[config.mk]
export PLATFORM = sky130hd
export DESIGN_NAME = core_seq_ctrl
export DESIGN_NICKNAME = d
export VERILOG_FILES = /design/src/rtl/core_pkg.sv /design/src/rtl/seq_decode.sv /design/src/rtl/core_seq_ctrl.sv
export SDC_FILE = /design/constraint.sdc
export NUM_CORES = 1
export LEC_CHECK = 0
export BUFFER_PORTS_ARGS = -buffer_cell sky130_fd_sc_hd__buf_2
export CELL_PAD_IN_SITES_DETAIL_PLACEMENT = 1
export CELL_PAD_IN_SITES_GLOBAL_PLACEMENT = 1
export CORE_ASPECT_RATIO = 0.8
export CORE_UTILIZATION = 33
export CTS_CLUSTER_SIZE = 16
export DETAILED_ROUTE_END_ITERATION = 6
export PLACE_DENSITY = 0.79
export SLEW_MARGIN = 5
export SYNTH_ARGS = -nofsm -noshare
export SYNTH_HDL_FRONTEND = slang
export SYNTH_SLANG_ARGS = --single-unit
[constraint.sdc]
create_clock -name clk -period 2 [get_ports clk]
set_clock_uncertainty 0.1 [all_clocks]
set_input_delay 0.2 -clock clk [delete_from_list [all_inputs] [get_ports clk]]
set_output_delay 0.2 -clock clk [all_outputs]
set_load 0.03 [all_outputs]
[src/rtl/core_pkg.sv]
// Shared encodings for the multi-cycle core sequencer: FSM states, opcode
// classes, RV32I base opcodes and the datapath mux select codes.
package core_pkg;

    typedef enum logic [2:0] {
        ST_FETCH  = 3'd0,
        ST_DECODE = 3'd1,
        ST_EXEC   = 3'd2,
        ST_MEM    = 3'd3,
        ST_WB     = 3'd4,
        ST_TRAP   = 3'd5
    } state_t;

    typedef enum logic [2:0] {
        CLS_ALU    = 3'd0,
        CLS_LOAD   = 3'd1,
        CLS_STORE  = 3'd2,
        CLS_BRANCH = 3'd3,
        CLS_JAL    = 3'd4,
        CLS_JALR   = 3'd5
    } op_class_t;

    localparam logic [6:0] OP_R      = 7'b0110011;
    localparam logic [6:0] OP_I_ALU  = 7'b0010011;
    localparam logic [6:0] OP_LOAD   = 7'b0000011;
    localparam logic [6:0] OP_STORE  = 7'b0100011;
    localparam logic [6:0] OP_BRANCH = 7'b1100011;
    localparam logic [6:0] OP_JAL    = 7'b1101111;
    localparam logic [6:0] OP_JALR   = 7'b1100111;
    localparam logic [6:0] OP_LUI    = 7'b0110111;
    localparam logic [6:0] OP_AUIPC  = 7'b0010111;

    localparam logic [1:0] PC_PLUS4 = 2'b00;
    localparam logic [1:0] PC_REL   = 2'b01;
    localparam logic [1:0] PC_RS1   = 2'b10;

    localparam logic [2:0] IMM_I = 3'd0;
    localparam logic [2:0] IMM_S = 3'd1;
    localparam logic [2:0] IMM_B = 3'd2;
    localparam logic [2:0] IMM_U = 3'd3;
    localparam logic [2:0] IMM_J = 3'd4;

    localparam logic [1:0] WB_ALU = 2'b00;
    localparam logic [1:0] WB_MEM = 2'b01;
    localparam logic [1:0] WB_PC4 = 2'b10;
    localparam logic [1:0] WB_IMM = 2'b11;

    localparam logic [1:0] ALU_ADD   = 2'b00;
    localparam logic [1:0] ALU_SUB   = 2'b01;
    localparam logic [1:0] ALU_FUNCT = 2'b10;

endpackage

[src/rtl/seq_decode.sv]
// Combinational opcode decode table: maps the IR opcode field to an
// instruction class and the static datapath controls for that class.
module seq_decode
    import core_pkg::*;
(
    input  logic [31:0] i_ir,
    output logic [2:0]  o_class,
    output logic [2:0]  o_imm_sel,
    output logic [1:0]  o_wb_sel,
    output logic        o_alu_src_imm,
    output logic [1:0]  o_alu_op,
    output logic        o_illegal
);

    logic [6:0] w_opcode;
    logic       w_unused_ir;

    assign w_opcode    = i_ir[6:0];
    assign w_unused_ir = ^i_ir[31:7];

    // NOTE: every output gets a default before the case so no path leaves one unassigned (no latch).
    always_comb begin
        o_class       = CLS_ALU;
        o_imm_sel     = IMM_I;
        o_wb_sel      = WB_ALU;
        o_alu_src_imm = 1'b1;
        o_alu_op      = ALU_ADD;
        o_illegal     = 1'b0;
        case (w_opcode)
            OP_R: begin
                o_alu_src_imm = 1'b0;
                o_alu_op      = ALU_FUNCT;
            end
            OP_I_ALU: o_alu_op = ALU_FUNCT;
            OP_LOAD: begin
                o_class  = CLS_LOAD;
                o_wb_sel = WB_MEM;
            end
            OP_STORE: begin
                o_class   = CLS_STORE;
                o_imm_sel = IMM_S;
            end
            OP_BRANCH: begin
                o_class       = CLS_BRANCH;
                o_imm_sel     = IMM_B;
                o_alu_src_imm = 1'b0;
                o_alu_op      = ALU_SUB;
            end
            OP_JAL: begin
                o_class   = CLS_JAL;
                o_imm_sel = IMM_J;
                o_wb_sel  = WB_PC4;
            end
            OP_JALR: begin
                o_class  = CLS_JALR;
                o_wb_sel = WB_PC4;
            end
            OP_LUI: begin
                o_imm_sel = IMM_U;
                o_wb_sel  = WB_IMM;
            end
            OP_AUIPC: o_imm_sel = IMM_U;
            default:  o_illegal = 1'b1;
        endcase
    end

endmodule

[src/rtl/core_seq_ctrl.sv]
// Multi-cycle RV32I control sequencer: FETCH/DECODE/EXEC/MEM/WB with bounded
// memory handshakes and a sticky TRAP state left only through reset.
module core_seq_ctrl
    import core_pkg::*;
#(
    parameter int MEM_TIMEOUT = 16
) (
    input  logic        clk,
    input  logic        rst_n,
    input  logic [31:0] instr,
    output logic        imem_req,
    input  logic        imem_ack,
    output logic        dmem_req,
    output logic        dmem_we,
    input  logic        dmem_ack,
    input  logic        br_taken,
    output logic        ir_we,
    output logic        pc_we,
    output logic [1:0]  pc_sel,
    output logic [2:0]  imm_sel,
    output logic        alu_src_imm,
    output logic [1:0]  alu_op,
    output logic        rf_we,
    output logic [1:0]  wb_sel,
    output logic        illegal,
    output logic [31:0] retired,
    output logic [2:0]  state
);

    localparam logic [7:0] WAIT_LAST = 8'(MEM_TIMEOUT - 1);

    state_t      r_state;
    logic [31:0] r_ir;
    logic [7:0]  r_wait;
    logic [31:0] r_retired;
    logic        r_illegal;
    logic        r_imem_req;
    logic        r_dmem_req;
    logic        r_dmem_we;

    logic [2:0]  w_class;
    logic [2:0]  w_imm_sel;
    logic [1:0]  w_wb_sel;
    logic        w_alu_src_imm;
    logic [1:0]  w_alu_op;
    logic        w_dec_illegal;
    logic        w_active;
    logic        w_fetch_ack;
    logic        w_mem_ack;
    logic        w_is_branch;
    logic        w_pc_we;

    seq_decode u_decode (
        .i_ir          (r_ir),
        .o_class       (w_class),
        .o_imm_sel     (w_imm_sel),
        .o_wb_sel      (w_wb_sel),
        .o_alu_src_imm (w_alu_src_imm),
        .o_alu_op      (w_alu_op),
        .o_illegal     (w_dec_illegal)
    );

    // Acks only count while the matching request is actually raised.
    assign w_fetch_ack = (r_state == ST_FETCH) && r_imem_req && imem_ack;
    assign w_mem_ack   = (r_state == ST_MEM) && r_dmem_req && dmem_ack;
    assign w_is_branch = (w_class == CLS_BRANCH);
    assign w_active    = (r_state == ST_DECODE) || (r_state == ST_EXEC) ||
                         (r_state == ST_MEM) || (r_state == ST_WB);

    assign w_pc_we = ((r_state == ST_EXEC) && w_is_branch) ||
                     (w_mem_ack && (w_class == CLS_STORE)) ||
                     (r_state == ST_WB);

    always_comb begin
        pc_sel = PC_PLUS4;
        if ((r_state == ST_EXEC) && w_is_branch && br_taken) pc_sel = PC_REL;
        if ((r_state == ST_WB) && (w_class == CLS_JAL))      pc_sel = PC_REL;
        if ((r_state == ST_WB) && (w_class == CLS_JALR))     pc_sel = PC_RS1;
    end

    assign ir_we       = w_fetch_ack;
    assign pc_we       = w_pc_we;
    assign rf_we       = (r_state == ST_WB);
    assign imm_sel     = w_active ? w_imm_sel : IMM_I;
    assign wb_sel      = w_active ? w_wb_sel : WB_ALU;
    assign alu_src_imm = w_active ? w_alu_src_imm : 1'b0;
    assign alu_op      = w_active ? w_alu_op : ALU_ADD;
    assign imem_req    = r_imem_req;
    assign dmem_req    = r_dmem_req;
    assign dmem_we     = r_dmem_we;
    assign illegal     = r_illegal;
    assign retired     = r_retired;
    assign state       = r_state;

    // NOTE: sequential state uses non-blocking assignments so every register samples pre-edge values.
    always_ff @(posedge clk) begin
        if (!rst_n) begin
            r_state    <= ST_FETCH;
            r_ir       <= '0;
            r_wait     <= '0;
            r_retired  <= '0;
            r_illegal  <= 1'b0;
            r_imem_req <= 1'b0;
            r_dmem_req <= 1'b0;
            r_dmem_we  <= 1'b0;
        end else begin
            if (w_pc_we) r_retired <= r_retired + 32'd1;
            case (r_state)
                ST_FETCH: begin
                    if (!r_imem_req) begin
                        r_imem_req <= 1'b1;
                    end else if (imem_ack) begin
                        r_ir       <= instr;
                        r_imem_req <= 1'b0;
                        r_wait     <= '0;
                        r_state    <= ST_DECODE;
                    end else if (r_wait == WAIT_LAST) begin
                        r_imem_req <= 1'b0;
                        r_wait     <= '0;
                        r_illegal  <= 1'b1;
                        r_state    <= ST_TRAP;
                    end else begin
                        r_wait <= r_wait + 8'd1;
                    end
                end
                ST_DECODE: begin
                    if (w_dec_illegal) begin
                        r_illegal <= 1'b1;
                        r_state   <= ST_TRAP;
                    end else begin
                        r_state <= ST_EXEC;
                    end
                end
                ST_EXEC: begin
                    if ((w_class == CLS_LOAD) || (w_class == CLS_STORE)) begin
                        r_dmem_req <= 1'b1;
                        r_dmem_we  <= (w_class == CLS_STORE);
                        r_state    <= ST_MEM;
                    end else if (w_is_branch) begin
                        r_imem_req <= 1'b1;
                        r_state    <= ST_FETCH;
                    end else begin
                        r_state <= ST_WB;
                    end
                end
                ST_MEM: begin
                    if (dmem_ack) begin
                        r_dmem_req <= 1'b0;
                        r_dmem_we  <= 1'b0;
                        r_wait     <= '0;
                        if (w_class == CLS_STORE) begin
                            r_imem_req <= 1'b1;
                            r_state    <= ST_FETCH;
                        end else begin
                            r_state <= ST_WB;
                        end
                    end else if (r_wait == WAIT_LAST) begin
                        r_dmem_req <= 1'b0;
                        r_dmem_we  <= 1'b0;
                        r_wait     <= '0;
                        r_illegal  <= 1'b1;
                        r_state    <= ST_TRAP;
                    end else begin
                        r_wait <= r_wait + 8'd1;
                    end
                end
                ST_WB: begin
                    r_imem_req <= 1'b1;
                    r_state    <= ST_FETCH;
                end
                ST_TRAP: r_state <= ST_TRAP;
                default: begin
                    r_illegal <= 1'b1;
                    r_state   <= ST_TRAP;
                end
            endcase
        end
    end

endmodule

; Word-level counts from Yosys, hierarchy flattened
; Index checks and enable logic that the tools add are counted.
[word_totals]
register_bits = 54
in_bits = 37
output_inout_bits = 52
[op_classes]
muxes = 46
n_reduce_logical = 30
eq_ne = 30
n_addsub = 2
n_bitwise = 1
[op_table]
columns = cell, n
row1 = "32-bit by 1-bit adder with 32-bit output, second input constant", 1
row2 = 8-bit two-way mux, 4
row3 = 3-bit one-hot mux with 5 select lines, 2
row4 = 3-bit two-way mux, 9
row5 = "7-bit by 6-bit equality test with 1-bit output, second input constant", 3
row6 = "7-bit equality test, second input constant", 3
row7 = 1-bit two-way mux, 19
row8 = 8-bit one-hot mux with 2 select lines, 1
row9 = "7-bit by 5-bit equality test with 1-bit output, second input constant", 2
row10 = "2-bit != test, second input constant", 7
row11 = "3-bit by 2-bit equality test with 1-bit output, second input constant", 4
row12 = "3-bit equality test, second input constant", 4
row13 = 3-bit one-hot mux with 4 select lines, 1
row14 = 5-bit AND reduction, 2
row15 = 1-bit logical AND, 9
row16 = 9-bit OR reduction, 1
row17 = "8-bit by 1-bit adder with 8-bit output, second input constant", 1
row18 = "8-bit by 4-bit equality test with 1-bit output, second input constant", 1
row19 = 2-bit two-way mux, 4
row20 = 1-bit one-hot mux with 4 select lines, 2
row21 = 2-bit OR reduction, 4
row22 = "7-bit by 2-bit equality test with 1-bit output, second input constant", 1
row23 = "3-bit by 1-bit equality test with 1-bit output, second input constant", 2
row24 = 1-bit logical OR, 6
row25 = 12 further kinds, 16

; Logic depth before layout (Yosys ltp)
[depth]
ltp_word = 8
depth_mapped = 9

; Modules after synthesis
; A second synthesis with hierarchy kept.
[hier_totals]
hier_cells = 488
area_unflattened_um2 = 3962.6
[by_module_without_submodules]
columns = mod, area_per_inst_um2, cells_each, seq_area_each_um2, n_inst
row1 = core_seq_ctrl, 3754.9, 455, 1581.5, 1
row2 = seq_decode, 207.7, 33, 0.0, 1

; Least setup slack after synthesis
; No wires, ideal clock.
[synth_timing]
kind = register to output
start = register r_state[0], in the netlist state[0]
end = output imm_sel[1]
setup_slack_ps = -446
n_path_buf = 2
stages_incl_launch_ff = 6
arrival_ps = 2146
t_required_ps = 1700
path_cell_list = dfxtp_1 > buf_2 > clkbuf_1 > o21ai_0 > nand2_1 > nor4_1
[synth_via]
elab_chain_cells = 5
word_cells_on_any_way = 8
[synth_lines]
columns = element, line_no
row1 = "start, declared", core_seq_ctrl.sv:32  ; state_t r_state;
row2 = "start signal, assigned", core_seq_ctrl.sv:98  ; r_state <= ST_FETCH;
row3 = "start signal, assigned", core_seq_ctrl.sv:116  ; r_state <= ST_DECODE;
row4 = "start signal, assigned", core_seq_ctrl.sv:121  ; r_state <= ST_TRAP;
row5 = 3-bit by 1-bit equality test with 1-bit output / 3-bit by 2-bit equality test with 1-bit output (equally long branches), core_seq_ctrl.sv:67  ; assign w_active = (r_state == ST_DECODE) || (r_state == ST_EXEC) ||
row6 = 1-bit logical OR (2 in series), core_seq_ctrl.sv:67
row7 = 1-bit logical OR (*), core_seq_ctrl.sv:68  ; (r_state == ST_MEM) || (r_state == ST_WB);
row8 = 3-bit two-way mux (*), core_seq_ctrl.sv:84  ; assign imm_sel = w_active ? w_imm_sel : IMM_I;
row9 = "end, declared", core_seq_ctrl.sv:20  ; output logic [2:0] imm_sel,
; Mark *: on every way between the ends. The rest lies on a longest branch, timed or not.

; Worst setup path in the final report
[layout_timing]
start = register r_ir[5]
end = register r_retired[18], in the netlist retired[18]
[layout_via]
elab_chain_cells = 6
word_cells_on_any_way = 12
[layout_lines]
columns = element, line_no
row1 = "start, declared", core_seq_ctrl.sv:33  ; logic [31:0] r_ir;
row2 = "start signal, assigned", core_seq_ctrl.sv:113  ; r_ir <= instr;
row3 = 7-bit equality test (tied with other cells), seq_decode.sv:29  ; case (w_opcode)
row4 = 3-bit one-hot mux with 5 select lines (*), seq_decode.sv:29
row5 = "3-bit by 2-bit equality test with 1-bit output, on equally long branches", "core_seq_ctrl.sv:66, core_seq_ctrl.sv:71"
row6 = "1-bit logical AND, on equally long branches", "core_seq_ctrl.sv:70, core_seq_ctrl.sv:71"
row7 = 1-bit logical OR (*), core_seq_ctrl.sv:70  ; assign w_pc_we = ((r_state == ST_EXEC) && w_is_branch) ||
row8 = 1-bit logical OR (*), core_seq_ctrl.sv:71  ; (w_mem_ack && (w_class == CLS_STORE)) ||
row9 = "end signal, assigned", core_seq_ctrl.sv:107  ; if (w_pc_we) r_retired <= r_retired + 32'd1;
row10 = "end, declared", core_seq_ctrl.sv:35  ; logic [31:0] r_retired;
; Marked as above.
; A chain may end at the register's enable or synchronous reset.

==> results.json <==
{
  "syn_inst": 366,
  "clkSinkCount": 54,
  "yosysTopAreaCell": "dfxtp_1",
  "synthXorXnorAreaFrac_pct": 2.39,
  "power_density_nw_per_um2": 453,
  "post-route-period-util_pct": 121,
  "root_buffer": "clkbuf_8",
  "port_buffers": 63,
  "ys_seq_area_share_pct": 36.9,
  "syn2layout_area_growth_pct": 61.5,
  "antenna_found_initial": 0,
  "die_area_um2": 9270,
  "synth-compound-area-share_pct": 19.3,
  "dieHeight_um": 86.3,
  "grt_pass1_wl_mm": 18.4,
  "rsz0062_at_grt": "yes",
  "postLayoutCellArea_um2": 4740,
  "clk_latency_ns": 0.33,
  "worstPathArrival_ns": 2.59,
  "initialDrtViolationCount": 207,
  "outcome": "finished with violations",
  "finalSetupViolCount": 39,
  "cap_violations": 0,
  "peakVddDrop_uv": 263,
  "top_level_ports": 89,
  "hold_viol": 0,
  "hpwl_mm": 7.55,
  "finalWorstPathRequiredPeriod_ns": 2.43,
  "async_flop_share_pct": 0,
  "drt-wirelength-per-cell_um": 22.6,
  "start_kind": "flip-flop",
  "synth_top_area_share_pct": 36.9,
  "path_clk_slew_ns": 0.10,
  "fill_cells": 999,
  "grt_pass1_vias": 3577,
  "synth_area_um2": 2930,
  "violations": "setup timing",
  "cts_tree": "yes",
  "power_leakage_nw": 1.88,
  "synth_edf_count": 0,
  "grt_usage_pct": 25.4,
  "hold_class": "in2reg",
  "synthAdderAreaFrac_pct": 0.853,
  "drcViolationCount": 0,
  "avgSynthCellArea_um2": 8.01,
  "grt-ovfl-total": 0,
  "end_kind": "flip-flop",
  "max_freq_ghz": 0.412,
  "synth_ff_type": "dfxtp_1",
  "start_util_pct": 34.3,
  "cts_hold_buf": 0,
  "wirelength_mm": 14.1,
  "crit_type": "reg2reg",
  "diodes": 0,
  "multi_input_area_um2": 2150,
  "fin_ws_ns": -0.427,
  "yosys_warnings": 0,
  "fin_tns_setup_ns": -8.62,
  "num_rows": 30,
  "syn_nets": 405,
  "first_pass_iters": 5,
  "die_x_um": 107,
  "h-tree-depth": 2,
  "yosysUniqueCellTypes": 48,
  "synth_seq_cells": 54,
  "synth_top_family_by_area": "simple AND/OR/NAND/NOR gates",
  "tightest_slew_ns": 0.566,
  "coreArea_um2": 8560,
  "via_per_inst": 5.97,
  "grt_max_degree": 21,
  "final_antenna_net_count": 0,
  "cts_buffer_depth": 2,
  "slew_headroom_pct": 62.3,
  "seqCellArea_um2": 1140,
  "nNetsFinal": 552,
  "synth-simple-area-share_pct": 30.8,
  "placed_area_um2": 3880,
  "cp.required_ns": 2.16,
  "p_total_mw": 2.15,
  "final_util_pct": 55.3,
  "drive_above_1_share_pct": 52.7,
  "finalWeightedCongestion": 0.827,
  "critPathMaxFanout": 7,
  "hold_slack_ns": 0.0200,
  "synth_area_leaders": "dfxtp_1 (37%), a21oi_1 (6.0%), o31ai_1 (4.4%), nand2_1 (4.1%), or4_1 (4.1%)",
  "yosys-mux-area-fraction_pct": 4.14,
  "finalMaxSlewViolations": 0,
  "cts_buffers": 5,
  "via_count": 3736
}
## timing repair
item	in CTS	in global routing
buffers inserted	12	24
resized for setup	38	85
endpoints found under the hold margin	0	0
pin swaps	16	18
endpoints found under the setup margin	39	48
cloned	2	1
## per-layer routing
layer  up-vias  GRT usage, %  share of wire, %
met5         -             0                 0
met4         0          8.97               3.2
met3        50          5.11               6.2
met2       158          43.1                48
met1      1879          32.3                42
li1       1649             -                 -
## state kept, by name, indices dropped and copies added, names as in the netlist
| name | cells |
|---|---|
| imem_req | 1 |
| dmem_we | 1 |
| dmem_req | 1 |
| r_ir | 7 |
| illegal | 1 |
| state | 3 |
| retired | 32 |
| r_wait | 8 |
## kinds of logic (layout without fill, tap and decap cells)
logic type | after synthesis | after routing
simple gates | 162 | 163
buf+inv | 38 | 183
fa+ha+maj | 2 | 2
compound gates | 90 | 92
mux | 12 | 12
flops | 54 | 54
xor+xnor | 8 | 8
## cell usage in the layout, fill, tap and decap left out, drive strengths merged, types with 6 or more instances in the layout
cell	count
buf	159
dfxtp	54
a21oi	35
nand2	32
nor2	30
o31ai	20
or4	17
nand3	16
o21ai	16
inv	15
or3	12
mux2i	11
nor3	11
nand2b	9
and3	9
clkbuf	8
nor4	7
nand4	6
## cell type report
type	instances	area share (%)
Inverter	15	1.32
Clock inverter	1	0.132
Multi-Input combinational cell	277	45.5
Clock buffer	7	1.61
Tap cell	112	2.96
Timing Repair Buffer	160	24.4
Sequential cell	54	24.1
## Yosys cell counts, types with 2 or more instances
cell type and number:
xor2_1 4, or4_1 16, nand3b_1 3, o31ai_1 17, o21ai_0 16, and3_1 9, o211ai_1 3, nand2b_1 9
a211oi_1 2, buf_6 2, ha_1 2, o2111ai_1 2, buf_2 4, nand4bb_1 2, clkbuf_1 15, nor3_1 11
nand3_1 16, nand2_1 32, and2_1 3, nor4_1 5, a31oi_1 4, nor2_1 30, a2111oi_0 2, or3_1 12
xnor2_1 4, inv_1 15, mux2i_1 11, and4_1 2, dfxtp_1 54, nand4_1 6, nor4_4 2, a21oi_1 35
## report_power, final
| part | total (mW) | switching [mW] | leakage [nW] | internal (mW) |
|---|---|---|---|---|
| logic | 0.387 | 0.223 | 1.38 | 0.165 |
| registers | 1.11 | 0.0252 | 0.451 | 1.08 |
| clock network | 0.652 | 0.402 | 0.0428 | 0.251 |
## final timing paths
| check | slack [ns] | start | depth (start not counted) | to |
|---|---|---|---|---|
| hold reg to reg | 0.40 | retired[31] | 2 | retired[31] |
| setup / recovery | -0.43 | r_ir[5] | 8 | retired[18] |
| setup reg to reg | -0.43 | r_ir[5] | 8 | retired[18] |
| hold / removal | 0.02 | instr[1] | 3 | r_ir[1] |
## per-stage QoR
| stage | setup WS, ns | std cells |
|---|---|---|
| global route | -0.460 | 626 |
| detailed placement | -0.272 | 581 |
| floorplan | -0.227 | 366 |
| CTS | -0.165 | 603 |
| global placement | -0.181 | 581 |
| finish | -0.427 | 626 |
## worst max-delay path, stage by stage (launching register included)
cell and delay, ns:
dfxtp_2 0.36, buf_6 0.12, nand3b_1 0.20, nor4_4 0.38, buf_4 0.18, o311ai_4 0.13
buf_6 0.20, or4_1 0.52, a21oi_1 0.18
(Power assumes the default switching activity.)
